### src/rtl/pc_fetch_unit_pkg.sv
`default_nettype none
// ============================================================================
// Module   : pc_fetch_unit_pkg
// Purpose  : Shared CPU fetch definitions: the default reset vector, the
//            fetch state encoding, the response queue depth and small
//            helpers used by the fetch unit and its queue.
// Ports    : none (package)
// Revision : 1.0 - initial release
// ============================================================================
package pc_fetch_unit_pkg;

    // First fetch address after reset unless overridden on the top module.
    localparam logic [31:0] c_RESET_VECTOR_DEFAULT = 32'h0000_0000;

    // Response queue depth; also the total fetch credit (in flight + queued).
    localparam int c_QUEUE_DEPTH = 2;

    // One queue entry is {pc, instruction word}.
    localparam int c_ENTRY_W = 64;

    typedef enum logic [0:0] {
        ST_BOOT = 1'b0,
        ST_RUN  = 1'b1
    } fetch_state_t;

    // Sequential word step; wraps modulo 2^32 by construction.
    function automatic logic [31:0] next_word_pc(input logic [31:0] pc);
        return pc + 32'd4;
    endfunction

endpackage : pc_fetch_unit_pkg
`default_nettype wire

### src/rtl/pc_fetch_unit_fetch_queue.sv
`default_nettype none
// ============================================================================
// Module   : fetch_queue
// Purpose  : 2-entry synchronous FIFO holding {pc, instruction} pairs
//            between the instruction memory and decode.
// Ports    : clk, reset      - clock, asynchronous active-high reset
//            push, push_data - write an entry (accepted when full if popping)
//            pop             - remove the head entry (ignored when empty)
//            flush           - empty the queue; wins over push and pop
//            count           - number of valid entries (0..2)
//            head_data       - head entry, valid when count != 0
// Revision : 1.0 - initial release
// ============================================================================
module fetch_queue
    import pc_fetch_unit_pkg::*;
(
    input  logic                 clk,
    input  logic                 reset,
    input  logic                 push,
    input  logic [c_ENTRY_W-1:0] push_data,
    input  logic                 pop,
    input  logic                 flush,
    output logic [1:0]           count,
    output logic [c_ENTRY_W-1:0] head_data
);

    logic [c_ENTRY_W-1:0] r_mem [0:c_QUEUE_DEPTH-1];
    logic                 r_rd_ptr;
    logic                 r_wr_ptr;
    logic [1:0]           r_count;

    logic w_full;
    logic w_empty;
    logic w_do_push;
    logic w_do_pop;

    assign w_full    = (r_count == 2'(c_QUEUE_DEPTH));
    assign w_empty   = (r_count == 2'd0);
    // When full, the slot being written is the one popped this cycle.
    assign w_do_push = push && (!w_full || pop);
    assign w_do_pop  = pop && !w_empty;

    always_ff @(posedge clk or posedge reset) begin
        if (reset) begin
            r_mem[0] <= '0;
            r_mem[1] <= '0;
            r_rd_ptr <= 1'b0;
            r_wr_ptr <= 1'b0;
            r_count  <= 2'd0;
        end else if (flush) begin
            r_rd_ptr <= 1'b0;
            r_wr_ptr <= 1'b0;
            r_count  <= 2'd0;
        end else begin
            if (w_do_push) begin
                r_mem[r_wr_ptr] <= push_data;
                r_wr_ptr        <= r_wr_ptr + 1'b1;
            end
            if (w_do_pop) begin
                r_rd_ptr <= r_rd_ptr + 1'b1;
            end
            case ({w_do_push, w_do_pop})
                2'b10:   r_count <= r_count + 2'd1;
                2'b01:   r_count <= r_count - 2'd1;
                default: r_count <= r_count;
            endcase
        end
    end

    assign count     = r_count;
    assign head_data = r_mem[r_rd_ptr];

endmodule : fetch_queue
`default_nettype wire

### src/rtl/pc_fetch_unit.sv
`default_nettype none
// ============================================================================
// Module   : pc_fetch_unit
// Purpose  : Sequential instruction fetch with branch redirect. Issues word
//            requests to instruction memory under a 2-deep credit (in-flight
//            plus queued), drops responses belonging to requests issued
//            before a redirect, and presents in-order {pc, word} to decode.
// Ports    : clk, reset                       - clock, async active-high reset
//            redirect_valid/redirect_address  - taken branch/jump target
//            imem_req_valid/ready/address     - memory request channel
//            imem_resp_valid/imem_resp_data   - in-order response, no stall
//            inst_valid/ready/data/pc         - decode channel
// Revision : 1.0 - initial release
// ============================================================================
module pc_fetch_unit
    import pc_fetch_unit_pkg::*;
#(
    parameter logic [31:0] RESET_VECTOR = c_RESET_VECTOR_DEFAULT
) (
    input  logic        clk,
    input  logic        reset,
    input  logic        redirect_valid,
    input  logic [31:0] redirect_address,
    output logic        imem_req_valid,
    input  logic        imem_req_ready,
    output logic [31:0] imem_req_address,
    input  logic        imem_resp_valid,
    input  logic [31:0] imem_resp_data,
    output logic        inst_valid,
    input  logic        inst_ready,
    output logic [31:0] inst_data,
    output logic [31:0] inst_pc
);

    fetch_state_t r_state;
    logic [31:0]  r_fetch_pc;     // address of the next request
    logic [31:0]  r_resp_pc;      // address of the next kept response
    logic [1:0]   r_outstanding;  // requests accepted, response not yet seen
    logic [1:0]   r_discard;      // in-flight responses still to be dropped

    logic [1:0]           w_q_count;
    logic [c_ENTRY_W-1:0] w_q_head;
    logic [31:0]          w_target;
    logic                 w_credit_ok;
    logic                 w_req_fire;
    logic                 w_push;
    logic                 w_pop;
    logic [1:0]           w_out_next;
    logic                 w_unused_addr_bits;

    assign w_target           = {redirect_address[31:2], 2'b00};
    assign w_unused_addr_bits = ^redirect_address[1:0];

    // Credit covers queued words too, so a response can never find the
    // queue full without a same-cycle pop.
    assign w_credit_ok = ({1'b0, r_outstanding} + {1'b0, w_q_count}) < 3'(c_QUEUE_DEPTH);

    assign imem_req_valid   = (r_state == ST_RUN) && w_credit_ok;
    assign imem_req_address = r_fetch_pc;
    assign w_req_fire       = imem_req_valid && imem_req_ready;

    // A response arriving in a redirect cycle belongs to the old stream.
    assign w_push = imem_resp_valid && (r_discard == 2'd0) && !redirect_valid;
    assign w_pop  = inst_valid && inst_ready;

    always_comb begin
        w_out_next = r_outstanding;
        case ({w_req_fire, imem_resp_valid})
            2'b10:   w_out_next = r_outstanding + 2'd1;
            2'b01:   w_out_next = r_outstanding - 2'd1;
            default: w_out_next = r_outstanding;
        endcase
    end

    always_ff @(posedge clk or posedge reset) begin
        if (reset) begin
            r_state       <= ST_BOOT;
            r_fetch_pc    <= RESET_VECTOR;
            r_resp_pc     <= RESET_VECTOR;
            r_outstanding <= 2'd0;
            r_discard     <= 2'd0;
        end else begin
            case (r_state)
                ST_BOOT: r_state <= ST_RUN;
                default: r_state <= ST_RUN;
            endcase

            r_outstanding <= w_out_next;

            if (redirect_valid) begin
                // Everything in flight after this edge, including a request
                // accepted right now, was fetched from the old path.
                r_fetch_pc <= w_target;
                r_resp_pc  <= w_target;
                r_discard  <= w_out_next;
            end else begin
                if (w_req_fire) begin
                    r_fetch_pc <= next_word_pc(r_fetch_pc);
                end
                if (imem_resp_valid) begin
                    if (r_discard != 2'd0) begin
                        r_discard <= r_discard - 2'd1;
                    end else begin
                        r_resp_pc <= next_word_pc(r_resp_pc);
                    end
                end
            end
        end
    end

    fetch_queue u_fetch_queue (
        .clk       (clk),
        .reset     (reset),
        .push      (w_push),
        .push_data ({r_resp_pc, imem_resp_data}),
        .pop       (w_pop),
        .flush     (redirect_valid),
        .count     (w_q_count),
        .head_data (w_q_head)
    );

    assign inst_valid = (w_q_count != 2'd0);
    assign inst_pc    = w_q_head[63:32];
    assign inst_data  = w_q_head[31:0];

endmodule : pc_fetch_unit
`default_nettype wire

### config.mk
export PLATFORM = sky130hd
export DESIGN_NAME = pc_fetch_unit
export DESIGN_NICKNAME = d
export VERILOG_FILES = /design/src/rtl/pc_fetch_unit_pkg.sv /design/src/rtl/pc_fetch_unit_fetch_queue.sv /design/src/rtl/pc_fetch_unit.sv
export SDC_FILE = /design/constraint.sdc
export NUM_CORES = 1
export LEC_CHECK = 0
export ABC_AREA = 0
export CAP_MARGIN = 20
export CORE_UTILIZATION = 40
export CTS_CLUSTER_SIZE = 25
export DETAILED_ROUTE_END_ITERATION = 7
export GPL_TIMING_DRIVEN = 0
export PLACE_DENSITY = 0.66
export SYNTH_ARGS = -nofsm -noshare
export SYNTH_HDL_FRONTEND = slang
export SYNTH_SLANG_ARGS = --single-unit
### constraint.sdc
create_clock -name clk -period 6.1 [get_ports clk]
set_input_delay 0.61 -clock clk [delete_from_list [all_inputs] [get_ports clk]]
set_output_delay 0.61 -clock clk [all_outputs]
set_load 0.05 [all_outputs]
==> results.txt, run 1 <==
----------------------------------------------------
[Status]
  Result of the run ... finished clean

[Clock tree]
  Total setup buffers inserted after CTS ... 0
  Post-CTS Resized ... 0
  Skew-Pair Late Insertion Delay ... 0.44 ns
  Total clock buffers created by CTS ... 17
  Clock transition at path regs ... 0.07 ns
  # clock sinks ... 193
  Total number of H-tree levels ... 4
  TritonCTS clock tree ... yes
  Clock root cell ... clkbuf_16
  Clock Path Buffers ... 2
  Number of buffers inserted for hold repair after clock tree synthesis ... 0

[Synth]
  Post-Syn Area ... 0.00949 mm2
  Primary FF master, synth ... dfrtp_1
  Ys Warns ... 0
  Flip-flop and latch count after synthesis ... 193
  Post-synthesis async set-or-reset flop share ... 100%
  Number of distinct standard cells referenced by the synthesized netlist ... 53
  Avg Synthesized Cell Area ... 12.0 um2
  Portion of the post-synthesis area used by sequential elements ... 50.9%
  Number of synthesized flops with an enable pin ... 0
  Number of instances in the synthesized netlist ... 793

[Detailed routing]
  Number of DRC violations after detailed-routing iteration 0 ... 465
  Post-route DRC violation count ... 0
  Final wirelength ... 24000 um
  Number of nets with antenna violations after detailed routing ... 0
  Via density ... 5.45
  DR WL/cell ... 18.4 um
  First-pass iteration count of the detailed router ... 5
  Routed via count ... 7108

[Worst setup path]
  Startpoint of the lowest-slack register-to-register path ... u_fetch_queue.count[0]
  FF-to-FF path depth ... 8
  Worst setup slack for register-to-register paths ... 3.18 ns
  Kind of cell adding the most delay to the critical path ... buffers and inverters
  CP Data Required Time ... 5.49 ns
  Worst path slowest cell ... clkdlybuf4s50_1
  Number of buffers and inverters on the critical path ... 3
  Worst stage delay on the critical path ... 0.73 ns
  Most frequent CP cell ... clkbuf_1
  Capturing point of the worst reg2reg path ... imem_req_address[27]
  CP Capture Type ... output port
  List of cells traversed by the critical path ... clkbuf_1 -> clkbuf_1 -> mux2_2 -> clkdlybuf4s50_1
  Data arrival, critical path ... 3.03 ns
  Sort of element at the start of the critical path ... flop
  Biggest fanout along the worst timing path ... 10
  Critical path class ... flop to output port

[Power]
  Largest vdd supply drop ... 0.000195 V
  Switching power of the nets ... 2.28 mW
  Ratio of total power to cell area ... 465 mW/mm2
  Fraction of power spent switching nets ... 40.5%
  Leakage ... 4.92 nW
  Combinational power share ... 45.3%
  Internal Power ... 3.35 mW
  Share of total power in sequential cells ... 35.3%
  Clock network fraction of total power ... 19.4%

[Floorplan]
  Die Span X ... 156 um
  Die height ... 156 um
  Floorplan core area ... 0.0229 mm2
  Row cnt ... 55
  Die Footprint ... 0.0243 mm2
  Number of I/O pins ... 168
  Effective utilization at floorplan ... 41.4%

[Min path]
  Worst min-delay path endpoint ... u_fetch_queue.r_mem[56]
  Hold/Removal Path Class ... flop to flop
  Number of cells on the worst hold path ... 1
  HP Start ... u_fetch_queue.r_mem[56]

[STA]
  Post-Route Skew ... 0.0116 ns
  Max-slew violation count ... 0
  Portion of the clock cycle consumed by the worst path in the final layout ... 59.6%
  FMAX ... 275 MHz
  Worst rel slew slack ... 26.8%
  Unrepaired setup endpoints after global routing ... no
  Worst Max-Slew Pin Slew ... 1.09 ns
  Final worst path period need ... 3.64 ns
  Endpoints failing setup ... 0
  Fin. Hold Viols ... 0

[Global routing]
  Remaining global-route overflow ... 0
  Antenna violations before repair ... 0
  Number of global-route vias before repair ... 7105
  Global-route wire length before repair ... 38900 um
  Total GRT Usage ... 20.7%
  Pin count of the biggest net entering global routing ... 110

[Cells and area]
  Area Overhead vs Synth ... 27.6%
  Count of non-filler cells in the finished layout ... 1304
  Fraction of final layout cells with drive strength greater than 1 ... 25.7%
  Final Cell Area ... 0.0121 mm2
  Net count of the finished layout ... 1052

[Run]
  Max-capacitance violation count ... 0

[Placement]
  Standard cell area after detailed placement ... 0.0115 mm2
  Half-perimeter wire length of the detailed placement result ... 17000 um
  Cell count after placement ... 1271
  GP Congestion ... 0.851
  Port Buf Inserts ... 160

----------------------------------------------------
==> how the worst max path moves through the flow <==
stage | from | to | slack, ns | cells after the start
after detailed placement | imem_resp_valid | u_fetch_queue.r_mem[102] | 2.65 | 5
after global routing | u_fetch_queue.r_rd_ptr | inst_pc[29] | 2.34 | 4
after global placement | reset | imem_req_address[11] | -2.56 | 2
after floorplan | reset | imem_req_address[10] | 0.23 | 1
final | u_fetch_queue.r_rd_ptr | inst_pc[29] | 2.46 | 4
after CTS | u_fetch_queue.r_rd_ptr | inst_pc[29] | 2.42 | 4
==> worst reg2reg max path, cell delays in order (launching register included) <==
cell	delay, ns
dfrtp_1	0.45
and2_1	0.18
fa_1	0.45
and4bb_1	0.29
buf_6	0.15
inv_6	0.06
or4_4	0.56
or4_1	0.51
a31oi_1	0.18
==> per-layer routing <==
layer,up-vias,global-route usage [%],share of wire (%)
met1,3533,29.6,47
met3,32,3.56,6.1
met5,-,0,0
met2,234,31.6,45
met4,0,7.24,1.8
li1,3309,-,-
==> synth_stat cells (3+ instances only) <==
cell type	count	area, um2
a31oi_1	14	87.6
buf_2	9	45.0
xnor2_1	16	140
o311a_1	3	30.0
nor2b_1	8	50.1
nand2_1	33	124
inv_1	11	41.3
nor3b_1	6	45.0
or4_1	14	105
o21ai_0	13	65.1
a211oi_1	9	67.6
nor4b_1	3	26.3
clkbuf_1	33	124
nor4_1	10	62.6
nor2_1	38	143
and4_1	16	140
and3_1	13	81.3
buf_4	4	30.0
buf_1	4	15.0
a311oi_1	12	105
a21oi_1	9	45.0
o31ai_1	11	82.6
ha_1	4	50.1
nor3_1	17	85.1
and2_1	6	37.5
or3_1	5	31.3
xor2_1	5	43.8
dfrtp_1	193	4830
nand4_1	23	144
nand2b_1	7	43.8
mux2_2	198	2230
nand3_1	18	90.1
==> logic make-up after synthesis <==
logic type	synth area share, %
other	0.0792
flip-flops	50.9
buffers and inverters	2.95
AND/OR/NAND/NOR	13.4
multiplexers	23.5
AO/OA/AOI/OAI	6.44
adder cells (fa/ha/maj)	0.739
XOR/XNOR	1.94
==> cell type report <==
type,count,area [um2]
antenna,1,2.50
timing repair buffer,162,1630
tap,313,392
inverter,12,57.6
buffer,52,230
multi-input combinational,539,4390
sequential,193,4830
clock inverter,15,145
clock buffer,17,425
fill,2023,10800
==> flip-flops by register name (all words and copies together), names as in the netlist <==
register and cells:
u_fetch_queue.r_mem 124, r_state 1, u_fetch_queue.r_wr_ptr 1, u_fetch_queue.r_rd_ptr 1, r_resp_pc 30, r_outstanding 2, r_discard 2, u_fetch_queue.count 2
imem_req_address 30
==> cells in the final DEF (no fill, tap or decap), drive strengths merged, types with 18 or more instances in the layout <==
cell           instances
buf                   20
nand4                 23
mux2                 198
dfrtp                193
clkdlybuf4s50        160
inv                   20
nand3                 18
nor2                  38
clkbuf                51
nand2                 33
==> stage by stage <==
| stage | worst slack [ns] | power (mW) | utilization, % | setup TNS, ns | hold slack (ns) |
|---|---|---|---|---|---|
| after floorplan | 0.234 | 3.80 | - | 0 | 0.474 |
| after detailed placement | 2.65 | 4.58 | 50.3 | 0 | 0.487 |
| after global routing | 2.34 | 5.92 | 52.8 | 0 | 0.509 |
| final | 2.46 | 5.63 | 52.8 | 0 | 0.504 |
| after global placement | -2.56 | 4.53 | 50.1 | -492.78 | 0.481 |
| after CTS | 2.42 | 5.68 | 52.8 | 0 | 0.504 |
==> power groups by stage <==
| stage | Clock [mW] | Sequential [mW] | Combinational [mW] |
|---|---|---|---|
| 4_1_cts | 1.12 | 1.99 | 2.58 |
| 5_1_grt | 1.17 | 2.05 | 2.70 |
| 2_1_floorplan | 0 | 2.01 | 1.79 |
| 3_5_place_dp | 0 | 2.01 | 2.56 |
| 6_report | 1.09 | 1.99 | 2.55 |
| 3_3_place_gp | 0 | 1.99 | 2.54 |
No activity file was read; power rests on OpenSTA's default activity.
==> run 2, diff against run 1 <==
PLACE_DENSITY = not set   (was 0.66)
clock period = 3.6 ns   (was 6.1 ns; I/O delays follow)
==> run 2 against run 1 <==
Sequential share of layout area is 0.28 points lower. Clock-buffer cell count is 1 higher. Critical path depth stayed put. Die area unchanged.
==> results.txt, run 2 (synthesized netlist as in run 1, its figures left out) <==
----------------------------------------------------
[Clock tree]
  Post-CTS Resized ... 0
  Clock root cell ... clkbuf_16
  Clock Path Buffers ... 2
  # clock sinks ... 193
  Clock transition at path regs ... 0.07 ns
  Total clock buffers created by CTS ... 17
  Total number of H-tree levels ... 4
  Skew-Pair Late Insertion Delay ... 0.44 ns
  TritonCTS clock tree ... yes
  Total setup buffers inserted after CTS ... 0
  Number of buffers inserted for hold repair after clock tree synthesis ... 0

[Worst setup path]
  Data arrival, critical path ... 2.96 ns
  Biggest fanout along the worst timing path ... 10
  Sort of element at the start of the critical path ... flop
  Worst setup slack for register-to-register paths ... 0.69 ns
  Worst path slowest cell ... clkdlybuf4s50_1
  Startpoint of the lowest-slack register-to-register path ... u_fetch_queue.count[0]
  Capturing point of the worst reg2reg path ... imem_req_address[27]
  CP Data Required Time ... 3.24 ns
  CP Capture Type ... output port
  Critical path class ... flop to output port
  FF-to-FF path depth ... 8
  Critical path capture point ... inst_pc[30]
  Most frequent CP cell ... clkbuf_1
  Crit. Startpoint ... u_fetch_queue.r_rd_ptr
  Worst stage delay on the critical path ... 0.70 ns
  List of cells traversed by the critical path ... clkbuf_1 -> clkbuf_1 -> mux2_2 -> clkdlybuf4s50_1

[Detailed routing]
  Number of nets with antenna violations after detailed routing ... 0
  Via density ... 5.43
  Number of DRC violations after detailed-routing iteration 0 ... 440
  Routed via count ... 7094
  First-pass iteration count of the detailed router ... 4
  Post-route DRC violation count ... 0
  Final wirelength ... 24300 um
  DR WL/cell ... 18.6 um

[Min path]
  Hold/Removal Path Class ... input pin to async pin

[Placement]
  Worst setup slack after placement ... 0.365 ns
  Half-perimeter wire length of the detailed placement result ... 17600 um
  Port Buf Inserts ... 160
  Standard cell area after detailed placement ... 0.0116 mm2
  GP Congestion ... 0.888

[Cells and area]
  Area Overhead vs Synth ... 28.5%
  Fraction of final layout cells with drive strength greater than 1 ... 26.0%
  Final Cell Area ... 0.0122 mm2
  # diodes ... 0
  End-of-flow core utilization ... 53.2%
  Register bank with the most flops ... u_fetch_queue.r_mem
  Most frequent standard cell in the layout excluding fill and tap cells ... mux2_2
  Commonest non-fill, non-tap cells in the layout ... 198 x mux2_2, 193 x dfrtp_1, 160 x clkdlybuf4s50_1
  Net count of the finished layout ... 1056
  Flip-flop count of the largest register, all copies and words added ... 124

[Global routing]
  Antenna violations before repair ... 0
  Number of global-route vias before repair ... 7019
  Total GRT Usage ... 20.9%
  Remaining global-route overflow ... 0
  Global-route wire length before repair ... 39500 um
  Pin count of the biggest net entering global routing ... 42

[STA]
  Worst rel slew slack ... 34.4%
  Post-Route Skew ... 0.0161 ns
  Fin. Hold Viols ... 0
  Worst Max-Slew Pin Slew ... 0.976 ns
  Setup slack after layout ... 0.281 ns
  Max-slew violation count ... 0
  Setup TNS ... 0 ns
  FMAX ... 301 MHz
  Endpoints failing setup ... 0
  Final worst path period need ... 3.32 ns
  Unrepaired setup endpoints after global routing ... no
  Portion of the clock cycle consumed by the worst path in the final layout ... 92.2%

[Floorplan]
  Effective utilization at floorplan ... 41.4%
  Die Footprint ... 0.0243 mm2
  Floorplan core area ... 0.0229 mm2
  Row cnt ... 55
  Die Span X ... 156 um
  Number of I/O pins ... 168
  Die height ... 156 um

[Power]
  Ratio of total power to cell area ... 787 mW/mm2
  Leakage ... 4.96 nW
  Largest vdd supply drop ... 0.000345 V

[Run]
  Max-capacitance violation count ... 0

[Status]
  Result of the run ... finished clean

----------------------------------------------------
-- run 2: power breakdown --
part / internal [mW] / switching [mW] / total (mW) / leakage, nW
Combinational: 1.83 / 2.48 / 4.31 / 2.32
Clock: 1.00 / 0.906 / 1.91 / 0.289
Sequential: 2.93 / 0.440 / 3.37 / 2.35
-- run 2: worst min-delay path by stage --
stage / start / end / slack, ns / depth (start not counted)
6_report: reset / u_fetch_queue.r_mem[6] / 0.35 / 2
5_1_grt: reset / u_fetch_queue.r_mem[82] / 0.40 / 2
4_1_cts: reset / u_fetch_queue.r_mem[82] / 0.36 / 2
3_5_place_dp: u_fetch_queue.r_mem[4] / u_fetch_queue.r_mem[4] / 0.49 / 1
3_3_place_gp: u_fetch_queue.r_mem[17] / u_fetch_queue.r_mem[17] / 0.48 / 1
2_1_floorplan: inst_ready / u_fetch_queue.count[1] / 0.47 / 1
-- run 2: layer usage --
| layer | up-vias | part of all wire, % | track usage (%) |
|---|---|---|---|
| met2 | 226 | 45 | 32.5 |
| li1 | 3323 | - | - |
| met4 | 0 | 1.2 | 4.39 |
| met3 | 22 | 5.2 | 4.03 |
| met5 | - | 0 | 0 |
| met1 | 3523 | 48 | 30.1 |
-- run 2: through the flow --
step | hold WS [ns] | instances | power (mW)
after global placement | 0.481 | 1269 | 7.69
final | 0.355 | 1307 | 9.59
after CTS | 0.361 | 1306 | 9.69
after floorplan | 0.470 | 796 | 6.43
after detailed placement | 0.488 | 1274 | 7.75
after global routing | 0.395 | 1307 | 10.1
-- run 2: worst max-delay path, delay by kind of cell, from the launching register on --
family,cells,cell delay [ns]
buf+inv,3,1.78
mux,1,0.43
flops,1,0.32
-- run 2: cell type report --
| cell class | count | area (um2) |
|---|---|---|
| Buffer | 52 | 230 |
| Clock buffer | 18 | 439 |
| Clock inverter | 14 | 150 |
| Fill cell | 2040 | 10700 |
| Inverter | 12 | 53.8 |
| Multi-Input combinational cell | 539 | 4390 |
| Sequential cell | 193 | 4830 |
| Tap cell | 313 | 392 |
| Timing Repair Buffer | 166 | 1710 |
==> RTL change 1, RTL diff (flow settings as in run 2) <==
Set the package constant `c_QUEUE_DEPTH` to 4 (it was 2).
--- a/src/rtl/pc_fetch_unit_pkg.sv
+++ b/src/rtl/pc_fetch_unit_pkg.sv
@@ -14,5 +14,5 @@
 
     // Response queue depth; also the total fetch credit (in flight + queued).
-    localparam int c_QUEUE_DEPTH = 2;
+    localparam int c_QUEUE_DEPTH = 4;
 
     // One queue entry is {pc, instruction word}.
Check against the original RTL: not equivalent (Yosys sat finds a counterexample within 4 cycles, from zero or initial values and one cycle with reset high).
==> RTL change 1 against run 2 <==
  * Area after synthesis increased by 0.78%
  * Cell area increased by 0.68%
  * Synthesized cell count increased by 1.9%
  * First-iteration DRC count increased by 13%
  * Via count increased by 1.2%
  * Global-route usage decreased by 0.067 points
  * Setup slack improved by 0.0098 ns
  * Wire length increased by 1.6%
  * Sequential cell count unchanged
  * Critical path type unchanged
  * Critical endpoint is now inst_pc[2]
Power is not compared: it rests on default switching activity, and its combinational part moved more than twofold at a synthesized area within 25%.
==> RTL change 1: results (changes against run 2) <==
run_status:
  status: "finished, final reports clean"  # unchanged
logic_synthesis:
  synth-compound-area-share_pct: 6.374  # was 6.437%
  synth-xor-area-share_pct: 2.107  # was 1.939%
  synth.area.mux_share_pct: 23.99  # was 23.51%
  synth_fa_ha_area_share_pct: 0.6545  # was 0.7387%
  synth_common_cells: "mux2_2 (201), dfrtp_1 (193), nand2_1 (33), nor2_1 (32), nand3_1 (30)"  # was mux2_2 (198), dfrtp_1 (193), nor2_1 (38), clkbuf_1 (33), nand2_1 (33)
  ys_seq_area_share_pct: 50.52  # was 50.92%
  synth_cell_types: 45  # was 53
  syn_inst: 808  # was 793
  synthTopCellsByArea: "dfrtp_1 (51%), mux2_2 (24%), nand3_1 (1.6%), nor4_1 (1.6%), xnor2_1 (1.6%)"  # was dfrtp_1 (51%), mux2_2 (24%), nand4_1 (1.5%), nor2_1 (1.5%), and4_1 (1.5%)
cts:
  clkLatencyLatePin_ns: 0.44  # about the same
  numCtsBuffers: 17  # unchanged
  post_cts_buffers: 0  # unchanged
critical_path:
  crit_end: "inst_pc[2]"  # was inst_pc[30]
  r2r-start: "r_discard[0]$_DFFE_PP0P_"  # was u_fetch_queue.count[0]$_DFFE_PP0P_
  rrSetupSlack_ns: 0.85  # was 0.69 ns
  rr_endpoint: "u_fetch_queue.r_mem[163]$_DFFE_PP0P_"  # was imem_req_address[27]$_DFFE_PP0P_
  cp.arrival_ns: 2.95  # was 2.96 ns
detailed_routing:
  via_count: 7177  # was 7094
  met3WireLength_um: 1155  # was 1250 um
  drtPass1Iterations: 5  # was 4
  wl_met2_um: 11630  # was 10970 um
  drt-total-wl_um: 24630  # was 24250 um
  drtIter0Drc: 499  # was 440
  drt-met1-wl_um: 11510  # was 11740 um
  vias_per_cell: 5.408  # was 5.428
grt:
  antenna_found_initial: 0  # unchanged
  use_met3_pct: 3.877  # was 4.028%
  grt_pass1_vias: 7017  # was 7019
  use_met1_pct: 29.09  # was 30.08%
  track_usage_pct: 20.81  # was 20.88%
  grt_pass1_wl_um: 39200  # was 39480 um
  globalRouteMet2Util_pct: 32.99  # was 32.48%
placed_design:
  placed_cell_area_mm2: 0.01169  # was 0.01159 mm2
  dp.cells: 1296  # was 1274
  dp_hpwl_um: 17930  # was 17560 um
  place_ws_ns: 0.4752  # was 0.3649 ns
  portBuffers: 161  # was 160
  routabilityCongestion: 0.8334  # was 0.8877
finish:
  drive_gt1_share_pct: 25.99  # was 25.96%
timing:
  worstMarginPinSlew_ns: 0.9420  # was 0.9764 ns
  finalWorstSetupSlack_ns: 0.2913  # was 0.2814 ns
  fin_skew_ns: 0.01072  # was 0.01608 ns
  hold_ws_ns: 0.2516  # was 0.3545 ns
-- RTL change 1: changes by cell type after synthesis, moves of 8 or more --
cell,run 2,this run
nand3_1,18,30
a311oi_1,12,1
nor4_1,10,24
clkbuf_1,33,25
-- RTL change 1: layout make-up --
class	instances	area (um2)	area share, %
Sequential cell	193	4830	39.36
Tap cell	319	399.1	3.253
Clock buffer	17	425.4	3.467
Multi-Input combinational cell	555	4478	36.49
Buffer	52	230.2	1.876
Clock inverter	14	151.4	1.234
Timing Repair Buffer	166	1712	13.95
Inverter	11	45.04	0.3671
-- RTL change 1: report_power, final --
group	total (W)	switching, W	internal (W)
logic	0.000781	0.000457	0.000324
clock network	0.00188	0.000904	0.000976
registers	0.00242	0.000148	0.00227
total	0.00508	0.00151	0.00357
-- RTL change 1: worst register-to-register path, stage by stage (launching register included) --
cell and delay (ns):
dfrtp_1 0.37, inv_1 0.09, ha_1 0.25, nand2_1 0.27
nor2_1 0.25, and3_1 0.18, clkbuf_1 0.47, buf_2 0.39
mux2_2 0.37
==> RTL change 2, RTL diff (flow settings as in run 2) <==
Made on the original files. Make the reset (`reset`) synchronous in 2 clocked blocks. Comments in the files are not updated.
--- a/src/rtl/pc_fetch_unit_fetch_queue.sv
+++ b/src/rtl/pc_fetch_unit_fetch_queue.sv
@@ -41,5 +41,5 @@
     assign w_do_pop  = pop && !w_empty;
 
-    always_ff @(posedge clk or posedge reset) begin
+    always_ff @(posedge clk) begin
         if (reset) begin
             r_mem[0] <= '0;
--- a/src/rtl/pc_fetch_unit.sv
+++ b/src/rtl/pc_fetch_unit.sv
@@ -73,5 +73,5 @@
     end
 
-    always_ff @(posedge clk or posedge reset) begin
+    always_ff @(posedge clk) begin
         if (reset) begin
             r_state       <= ST_BOOT;
Behaviour: differs if reset is asserted again (counterexample within 4 cycles, from zero or initial values and one cycle with reset high); with reset held inactive, the same outputs for 4 cycles.
==> RTL change 2 against run 2 <==
  * Sequential cell count grew 1
  * Count of clock-buffer cells in the layout is the same
  * Non-clock buffer count unchanged
  * Clock skew is 0.0020 ns higher
  * Setup slack better by 0.0020 ns
  * Critical path type is now reg2reg
  * Wire length is 4.5% lower
  * Cell area fell by 2.4%
  * Die area decreased by 3.3%
  * Critical path depth grew 6
  * Area after synthesis shrank 3.3%
Power is not compared: it rests on default switching activity, and its combinational part moved more than twofold at a synthesized area within 25%.
==> RTL change 2: results (changes against run 2) <==
detailed_routing:
  drt-met1-wl_um: 10960  # was 11740 um
  drtIter0Drc: 366  # was 440
  met3WireLength_um: 1157  # was 1250 um
  drt-total-wl_um: 23160  # was 24250 um
  drtPass1Iterations: 5  # was 4
  via_count: 6714  # was 7094
  wl_met2_um: 10610  # was 10970 um
  route.top_layer_used: "met4"  # unchanged
  vias_per_cell: 5.278  # was 5.428
critical_path:
  r2r_cells: 10  # was 8
  r2r-start: "u_fetch_queue.count[0]$_SDFFE_PP0P_"  # was u_fetch_queue.count[0]$_DFFE_PP0P_
  rr_endpoint: "r_discard[1]$_SDFFE_PP0P_"  # was imem_req_address[27]$_DFFE_PP0P_
  rrSetupSlack_ns: 0.28  # was 0.69 ns
  cp.arrival_ns: 3.68  # was 2.96 ns
placed_design:
  routabilityCongestion: 0.8536  # was 0.8877
  dp.cells: 1239  # was 1274
  place_ws_ns: 0.07222  # was 0.3649 ns
  portBuffers: 161  # was 160
  dp_hpwl_um: 16720  # was 17560 um
grt:
  grt_pass1_vias: 6492  # was 7019
  antenna_found_initial: 0  # unchanged
  grt_pass1_wl_um: 36400  # was 39480 um
  grt_max_degree: 29  # was 42
  track_usage_pct: 20.30  # was 20.88%
logic_synthesis:
  synth-xor-area-share_pct: 2.483  # was 1.939%
  synth_edf_count: 124  # was 0
  synth_fa_ha_area_share_pct: 0.9004  # was 0.7387%
  ys_seq_area_share_pct: 55.88  # was 50.92%
  synth_common_cells: "and2_1 (124), edfxtp_1 (124), dfxtp_1 (70), mux2_2 (62), clkbuf_1 (38)"  # was mux2_2 (198), dfrtp_1 (193), nor2_1 (38), clkbuf_1 (33), nand2_1 (33)
  synth.area.mux_share_pct: 7.722  # was 23.51%
  synthTopCellsByArea: "edfxtp_1 (41%), dfxtp_1 (15%), and2_1 (8.5%), mux2_2 (7.6%), a21boi_0 (1.6%)"  # was dfrtp_1 (51%), mux2_2 (24%), nand4_1 (1.5%), nor2_1 (1.5%), and4_1 (1.5%)
  ys_async_sr_fraction_pct: 0  # was 100.0%
  syn_inst: 786  # was 793
  synth-compound-area-share_pct: 9.809  # was 6.437%
finish:
  drive_gt1_share_pct: 12.16  # was 25.96%
  n_antenna_cell: 0  # unchanged
  nets: 1050  # was 1056
hold_path:
  holdCritPathClass: "reg2reg"  # was in2async
cts:
  clkLatencyLatePin_ns: 0.44  # about the same
timing:
  worstMarginPinSlew_ns: 0.9234  # was 0.9764 ns
  max_freq_mhz: 301.5  # was 301.3 MHz
  fin_skew_ns: 0.01804  # was 0.01608 ns
run_status:
  status: "finished, final reports clean"  # unchanged
## RTL change 2: changes by cell type in the layout (fill, tap and decap cells not counted), sizes merged, moves of 16 or more
| cell | delta |
|---|---|
| nor2 | -16 |
| a21boi | +18 |
| dfrtp | -193 |
| mux2 | -136 |
| dfxtp | +70 |
| edfxtp | +124 |
| and2 | +120 |
## RTL change 2: worst max path at each step
stage                                              from                                  endpoint
floorplan                     r_discard[0]$_SDFFE_PP0P_   u_fetch_queue.r_mem[0][0]$_SDFFCE_PN0P_
global placement                        imem_resp_valid  u_fetch_queue.r_mem[0][26]$_SDFFCE_PN0P_
detailed placement                      imem_resp_valid  u_fetch_queue.r_mem[1][45]$_SDFFCE_PN0P_
CTS                 u_fetch_queue.count[0]$_SDFFE_PP0P_                 r_discard[1]$_SDFFE_PP0P_
global route        u_fetch_queue.count[0]$_SDFFE_PP0P_                 r_discard[1]$_SDFFE_PP0P_
finish              u_fetch_queue.count[0]$_SDFFE_PP0P_                 r_discard[1]$_SDFFE_PP0P_
## RTL change 2: layer usage
layer,track usage (%),up-vias
met5,0,-
met4,7.143,0
met3,3.714,27
met2,31.96,213
met1,28.04,3173
li1,-,3301
## RTL change 2: metrics by stage
step	hold WS (ns)	instance area [um2]	setup TNS [ns]	power, W	utilization [%]
finish	0.5194	11900	0	0.005558	52.73
global route	0.5565	11900	0	0.005742	52.73
CTS	0.5333	11880	0	0.005584	52.64
detailed placement	0.5166	11270	0	0.003612	49.92
global placement	0.5010	11160	-161.24	0.003594	49.43
floorplan	0.4812	9190	0	0.003233	-
## RTL change 2: report_power, final
group | switching [W] | leakage [nW] | internal (W)
combinational | 0.000587 | 1.98 | 0.000371
sequential | 0.000100 | 1.87 | 0.00251
clock | 0.000829 | 0.298 | 0.00116
total | 0.00152 | 4.16 | 0.00404
## RTL change 2: logic make-up (layout without fill, tap and decap cells)
kind of cell	Yosys count	after routing
AND/OR/NAND/NOR	304	304
AO/OA/AOI/OAI	127	127
other	1	4
XOR/XNOR	26	26
adder cells (fa/ha/maj)	6	6
buffers and inverters	65	263
multiplexers	63	63
flip-flops	194	194
## RTL change 2: layout make-up
cell class	instances	area, um2
fillers	2035	10670
inverters	13	48.80
plain buffers	52	257.7
clock inverters	14	183.9
well taps	285	356.6
repair buffers	166	1712
multi-input cells	530	3789
clock buffers	18	429.2
flip-flops and latches	194	5125
## RTL change 2: critical path, stage by stage, from the launching register on
cell and delay, ns:
dfxtp_1 0.42, and2_1 0.18, fa_1 0.47, nor4bb_4 0.36, buf_2 0.24, inv_1 0.10
clkbuf_1 0.32, ha_1 0.43, or3_1 0.37, a21oi_1 0.19, a2bb2oi_1 0.16
